`src/rtl/nexus_run_ctrl.sv`:
```
// Run controller: forwards host config beats into the mesh while idle, runs the mesh
// for an exact number of active cycles, drains outbound traffic through a skid FIFO.
module nexus_run_ctrl #(
  parameter int unsigned STREAM_WIDTH  = 32,
  parameter int unsigned COUNTER_WIDTH = 32,
  parameter int unsigned FIFO_DEPTH    = 4,
  parameter int unsigned DRAIN_CYCLES  = 16
) (
  input  logic                     clk_i,
  input  logic                     rst_i,
  input  logic                     start_i,
  input  logic [COUNTER_WIDTH-1:0] cycles_i,
  input  logic                     abort_i,
  output logic                     busy_o,
  output logic                     done_o,
  output logic [COUNTER_WIDTH-1:0] elapsed_o,
  output logic [COUNTER_WIDTH-1:0] stalls_o,
  input  logic [STREAM_WIDTH-1:0]  host_in_data_i,
  input  logic                     host_in_valid_i,
  output logic                     host_in_ready_o,
  output logic [STREAM_WIDTH-1:0]  mesh_in_data_o,
  output logic                     mesh_in_valid_o,
  input  logic                     mesh_in_ready_i,
  output logic                     mesh_active_o,
  input  logic [STREAM_WIDTH-1:0]  mesh_out_data_i,
  input  logic                     mesh_out_valid_i,
  output logic                     mesh_out_ready_o,
  output logic [STREAM_WIDTH-1:0]  host_out_data_o,
  output logic                     host_out_valid_o,
  input  logic                     host_out_ready_i
);

  localparam int unsigned PTR_W = $clog2(FIFO_DEPTH);
  localparam int unsigned CNT_W = PTR_W + 1;
  localparam int unsigned Q_W   = $clog2(DRAIN_CYCLES + 1);

  typedef enum logic [1:0] {S_IDLE, S_RUN, S_DRAIN, S_DONE} state_t;

  state_t                   state, state_nxt;
  logic [COUNTER_WIDTH-1:0] target, target_nxt;
  logic [COUNTER_WIDTH-1:0] elapsed, elapsed_nxt;
  logic [COUNTER_WIDTH-1:0] stalls, stalls_nxt;
  logic [Q_W-1:0]           quiet, quiet_nxt;
  logic                     active, active_nxt;
  logic                     busy, done;

  logic [STREAM_WIDTH-1:0]  mem [FIFO_DEPTH];
  logic [PTR_W-1:0]         wr_ptr, rd_ptr;
  logic [CNT_W-1:0]         count, count_nxt;
  logic                     full, empty, push, pop, room;

  // Outbound skid FIFO flags and occupancy after this cycle's traffic
  always_comb begin
    full      = (count == CNT_W'(FIFO_DEPTH));
    empty     = (count == '0);
    push      = mesh_out_valid_i && !full;
    pop       = !empty && host_out_ready_i;
    count_nxt = count + CNT_W'(push) - CNT_W'(pop);
    room      = (count_nxt <= CNT_W'(FIFO_DEPTH - 2));
  end

  always_ff @(posedge clk_i or negedge rst_i) begin
    if (!rst_i) begin
      wr_ptr <= '0;
      rd_ptr <= '0;
      count  <= '0;
    end else begin
      if (push) wr_ptr <= wr_ptr + PTR_W'(1);
      if (pop)  rd_ptr <= rd_ptr + PTR_W'(1);
      count <= count_nxt;
    end
  end

  always_ff @(posedge clk_i) begin
    if (push) mem[wr_ptr] <= mesh_out_data_i;
  end

  // Next-state and counter updates; active only asserts while the FIFO keeps a 2-entry margin
  always_comb begin
    state_nxt   = state;
    target_nxt  = target;
    elapsed_nxt = elapsed;
    stalls_nxt  = stalls;
    quiet_nxt   = quiet;
    active_nxt  = 1'b0;
    case (state)
      S_IDLE: begin
        if (start_i) begin
          target_nxt  = cycles_i;
          elapsed_nxt = '0;
          stalls_nxt  = '0;
          quiet_nxt   = '0;
          if (cycles_i == '0) begin
            state_nxt = S_DONE;
          end else begin
            state_nxt  = S_RUN;
            active_nxt = room;
          end
        end
      end
      S_RUN: begin
        if (active) begin
          elapsed_nxt = elapsed + COUNTER_WIDTH'(1);
        end else if (stalls != {COUNTER_WIDTH{1'b1}}) begin
          stalls_nxt = stalls + COUNTER_WIDTH'(1);
        end
        if (abort_i || (active && (elapsed_nxt == target))) begin
          state_nxt = S_DRAIN;
          quiet_nxt = '0;
        end else begin
          active_nxt = room;
        end
      end
      S_DRAIN: begin
        quiet_nxt = mesh_out_valid_i ? '0 : quiet + Q_W'(1);
        if (quiet_nxt == Q_W'(DRAIN_CYCLES)) state_nxt = S_DONE;
      end
      S_DONE: begin
        state_nxt = S_IDLE;
      end
      default: begin
        state_nxt = S_IDLE;
      end
    endcase
  end

  always_ff @(posedge clk_i or negedge rst_i) begin
    if (!rst_i) begin
      state   <= S_IDLE;
      target  <= '0;
      elapsed <= '0;
      stalls  <= '0;
      quiet   <= '0;
      active  <= 1'b0;
      busy    <= 1'b0;
      done    <= 1'b0;
    end else begin
      state   <= state_nxt;
      target  <= target_nxt;
      elapsed <= elapsed_nxt;
      stalls  <= stalls_nxt;
      quiet   <= quiet_nxt;
      active  <= active_nxt;
      busy    <= (state_nxt != S_IDLE);
      done    <= (state_nxt == S_DONE);
    end
  end

  // Config stream is a straight pass-through only while idle
  always_comb begin
    mesh_in_data_o  = host_in_data_i;
    mesh_in_valid_o = (state == S_IDLE) && host_in_valid_i;
    host_in_ready_o = (state == S_IDLE) && mesh_in_ready_i;
  end

  assign busy_o           = busy;
  assign done_o           = done;
  assign elapsed_o        = elapsed;
  assign stalls_o         = stalls;
  assign mesh_active_o    = active;
  assign mesh_out_ready_o = !full;
  assign host_out_valid_o = !empty;
  assign host_out_data_o  = mem[rd_ptr];

endmodule
```
`config.mk`:
```
export PLATFORM = sky130hd
export DESIGN_NAME = nexus_run_ctrl
export DESIGN_NICKNAME = d
export VERILOG_FILES = /design/src/rtl/nexus_run_ctrl.sv
export SDC_FILE = /design/constraint.sdc
export NUM_CORES = 1
export LEC_CHECK = 0
export CAP_MARGIN = 20
export CORE_MARGIN = 2
export CORE_UTILIZATION = 40
export DETAILED_ROUTE_END_ITERATION = 8
export HOLD_SLACK_MARGIN = 0.03
export MAX_ROUTING_LAYER = met4
export PLACE_DENSITY = 0.65
export RECOVER_POWER = 100
export SYNTH_ARGS = -nofsm -noshare
export SYNTH_HDL_FRONTEND = slang
export SYNTH_SLANG_ARGS = --single-unit
```
`constraint.sdc`:
```
create_clock -name clk_i -period 3.7 [get_ports clk_i]
set_input_delay 1.11 -clock clk_i [delete_from_list [all_inputs] [get_ports clk_i]]
set_output_delay 1.11 -clock clk_i [all_outputs]
set_load 0.005 [all_outputs]
```
==> results_dict.tcl <==
set metrics [dict create \
    outcome "finished with violations" \
    violations "capacitance limit, slew limit" \
    netlist.area_leader.share_pct 33.8 \
    cts.sinks 241 \
    wl_per_cell_um 18.1 \
    crit_type "flop to primary output" \
    worst_pin_slew_ns 2.06 \
    antenna_found_initial 1 \
    pin_count 239 \
    netlist_area_mm2 0.0114 \
    yosys.area.top_type "edfxtp_1" \
    cts_htree_levels 1 \
    relSlewSlack_pct -37.5 \
    place_ws_ns 0.0843 \
    setup_viol 0 \
    post-route-period-util_pct 94.2 \
    cts_buffers 26 \
    cts_tree "done" \
    antenna_left 0 \
    drtIter0Drc 608 \
    core_mm2 0.0279 \
    portBuffers 174 \
    avgSynthCellArea_um2 11.8 \
    die_area_mm2 0.0298 \
    initial_core_util_pct 40.8 \
    drive_gt1_share_pct 9.20 \
    cp_max_fo 14 \
    cts_buffer_depth 3 \
    layout.nets 1235 \
    synth_seq_cells 241 \
    hp-class "flop to flop" \
    ys_types 65 \
    yosysSeqAreaShare_pct 58.7 \
    crit_path_end_kind "primary output" \
    grt_pass1_wl_um 43900 \
    synth-async-reset-ratio_pct 46.9 \
    grt_max_degree 65 \
    yosysWarnings 0 \
    worstSkewPairLatency_ns 0.54 \
    gp_congestion 0.906 \
    grt_setup_unrepaired "false" \
    vias_per_cell 5.33 \
    grtUsageTotal_pct 18.7 \
    vdd_ir_drop_max_uv 381 \
    worst_slack_ns 0.215 \
    die_w_um 173 \
    root_buffer "clkbuf_16" \
    period_needed_ns 3.49 \
    first_global_vias 8027 \
    finalMaxSlewViolations 36 \
    cts.clk_slew.worst_paths_ns 0.06 \
    drc 0 \
    maxCapViolations 1 \
    start_kind "flop" \
    timing.fmax_ghz 0.287 \
    hold_depth 2 \
    setup_tns_ns 0 \
    reg2reg_depth 11 \
    die_y_um 173 \
    gr-total-overflow 0 \
    syn_nets 1076 \
    cts_setup_buffers 0 \
    drt_wl_total_um 27500 \
    hpwl_um 19000 \
    finalHoldViolCount 0 \
    vias 8096 \
    p_leak_nw 5.52 \
    first_pass_iters 6 \
    synth_ff_type "edfxtp_1" \
    critPathArrivalTime_ns 2.38 \
    skew_ns 0.0254 \
    synth-edff-count 128 \
    required_ns 2.59 \
    syn_inst 962 \
    syn2layout_area_growth_pct 24.8 \
    pwr_density_cell_mw_per_mm2 648 \
    num_rows 61 \
    yosys-top-cells-area "edfxtp_1 34%, dfrtp_1 25%, mux4_2 6.3%" \
]
## cells in the final DEF, fill, tap and decap left out, types with 4 or more instances in the layout
master           synthesis  layout
a21oi_1                 20      20
a31oi_1                  5       5
and2_1                  11       8
and3_1                  18      18
and4_1                   8       8
buf_4                   32      12
clkbuf_1                32      21
clkbuf_16                0      26
clkbuf_2                 0       7
clkdlybuf4s50_1          0      70
clkinv_2                 0       4
dfrtp_1                113     112
dlygate4sd3_1            0     103
edfxtp_1               128     128
ha_1                     9       9
inv_1                   10      10
mux4_2                  32      32
nand2_1                173     173
nand3_1                 25      25
nand4_1                 29      29
nor2_1                  58      58
nor2b_1                  7       6
nor3_1                  17      18
nor4_1                  16      16
o21ai_0                 52      52
o31ai_1                 12      12
or3_1                   10      10
xnor2_1                 44      44
xor2_1                  34      34
## metal layers
layer  wire length [µm]  global-route usage (%)  part of all wire, %
met1              12000                    24.7                   44
met5                  0                       -                    0
met3               2050                    4.31                  7.5
met2              12900                    29.3                   47
met4                548                    4.84                  2.0
## cell type report
type / instances / area, µm²
Fill cell: 2469 / 13700
Inverter: 10 / 37.5
Tap cell: 378 / 473
Sequential cell: 241 / 6680
Clock inverter: 12 / 101
Multi-Input combinational cell: 635 / 4240
Clock buffer: 36 / 698
Timing Repair Buffer: 207 / 1960
Antenna cell: 1 / 2.50
## power by group
group	internal (mW)	switching, mW	leakage, nW	total (mW)
combinational	1.47	1.48	2.46	2.94
clock	1.39	1.05	0.384	2.44
sequential	3.42	0.392	2.67	3.81
## state kept, by name, indices dropped and copies added, names as in the netlist
register,flops
busy_o,1
count,3
done_o,1
elapsed_o,32
mem,128
mesh_active_o,1
quiet,5
rd_ptr,2
stalls_o,32
state,2
target,32
wr_ptr,2
## synthesized netlist by cell type (all sizes together), types with 3 or more instances
| library cell | count |
|---|---|
| or3 | 10 |
| ha | 9 |
| nand4 | 30 |
| nand2 | 173 |
| inv | 10 |
| nand3 | 27 |
| and2 | 12 |
| and3 | 18 |
| xor2 | 34 |
| a21oi | 20 |
| and4 | 8 |
| o21ai | 53 |
| or4 | 3 |
| nor2 | 58 |
| nor4 | 19 |
| o31ai | 12 |
| clkbuf | 32 |
| dfrtp | 113 |
| mux4 | 32 |
| nor3 | 19 |
| a21o | 3 |
| edfxtp | 128 |
| nand2b | 3 |
| o41ai | 3 |
| buf | 44 |
| o2bb2ai | 3 |
| xnor2 | 44 |
| nor2b | 7 |
| a31oi | 5 |
## per-stage QoR
| step | utilization [%] | std cells | hold WS, ns | total power [mW] | cell area (µm²) |
|---|---|---|---|---|---|
| 3_5_place_dp | 48.3 | 1471 | 0.487 | 6.91 | 13400 |
| 5_1_grt | 50.9 | 1520 | 0.522 | 9.73 | 14200 |
| 2_1_floorplan | - | 962 | 0.465 | 5.52 | 11400 |
| 3_3_place_gp | 48.3 | 1471 | 0.484 | 6.86 | 13400 |
| 4_1_cts | 51.1 | 1519 | 0.500 | 9.37 | 14200 |
| 6_report | 50.9 | 1520 | 0.497 | 9.19 | 14200 |
## critical path: stages (launching register included)
cell,delay (ns)
dfrtp_4,0.61
buf_4,0.23
mux4_2,0.51
clkdlybuf4s50_1,0.48
## cell families (layout without fill, tap and decap cells)
family | Yosys count | after routing | synth area share (%)
fa+ha+maj | 10 | 10 | 1.17
simple gates | 392 | 392 | 16.9
other cells | 0 | 1 | 0
buf+inv | 86 | 265 | 4.01
flops | 241 | 241 | 58.7
xor+xnor | 78 | 78 | 6.01
mux | 33 | 33 | 6.44
compound gates | 122 | 122 | 6.77
## what timing repair did
| action | 4_1_cts | 5_1_grt |
|---|---|---|
| resized for setup | 0 | 1 |
| setup endpoints to repair | 0 | 8 |
| hold buffers | 0 | 0 |
## final timing paths
kind | endpoint | slack, ns | startpoint
min in group asynchronous | target[24] | 1.17 | rst_i
setup reg to reg | quiet[1] | 0.33 | elapsed_o[1]
hold / removal | target[0] | 0.50 | target[0]
setup / recovery | host_out_data_o[25] | 0.21 | rd_ptr[0]
max in group asynchronous | target[4] | 0.84 | rst_i
hold reg to reg | target[0] | 0.50 | target[0]
No activity file was read; power rests on OpenSTA's default activity.
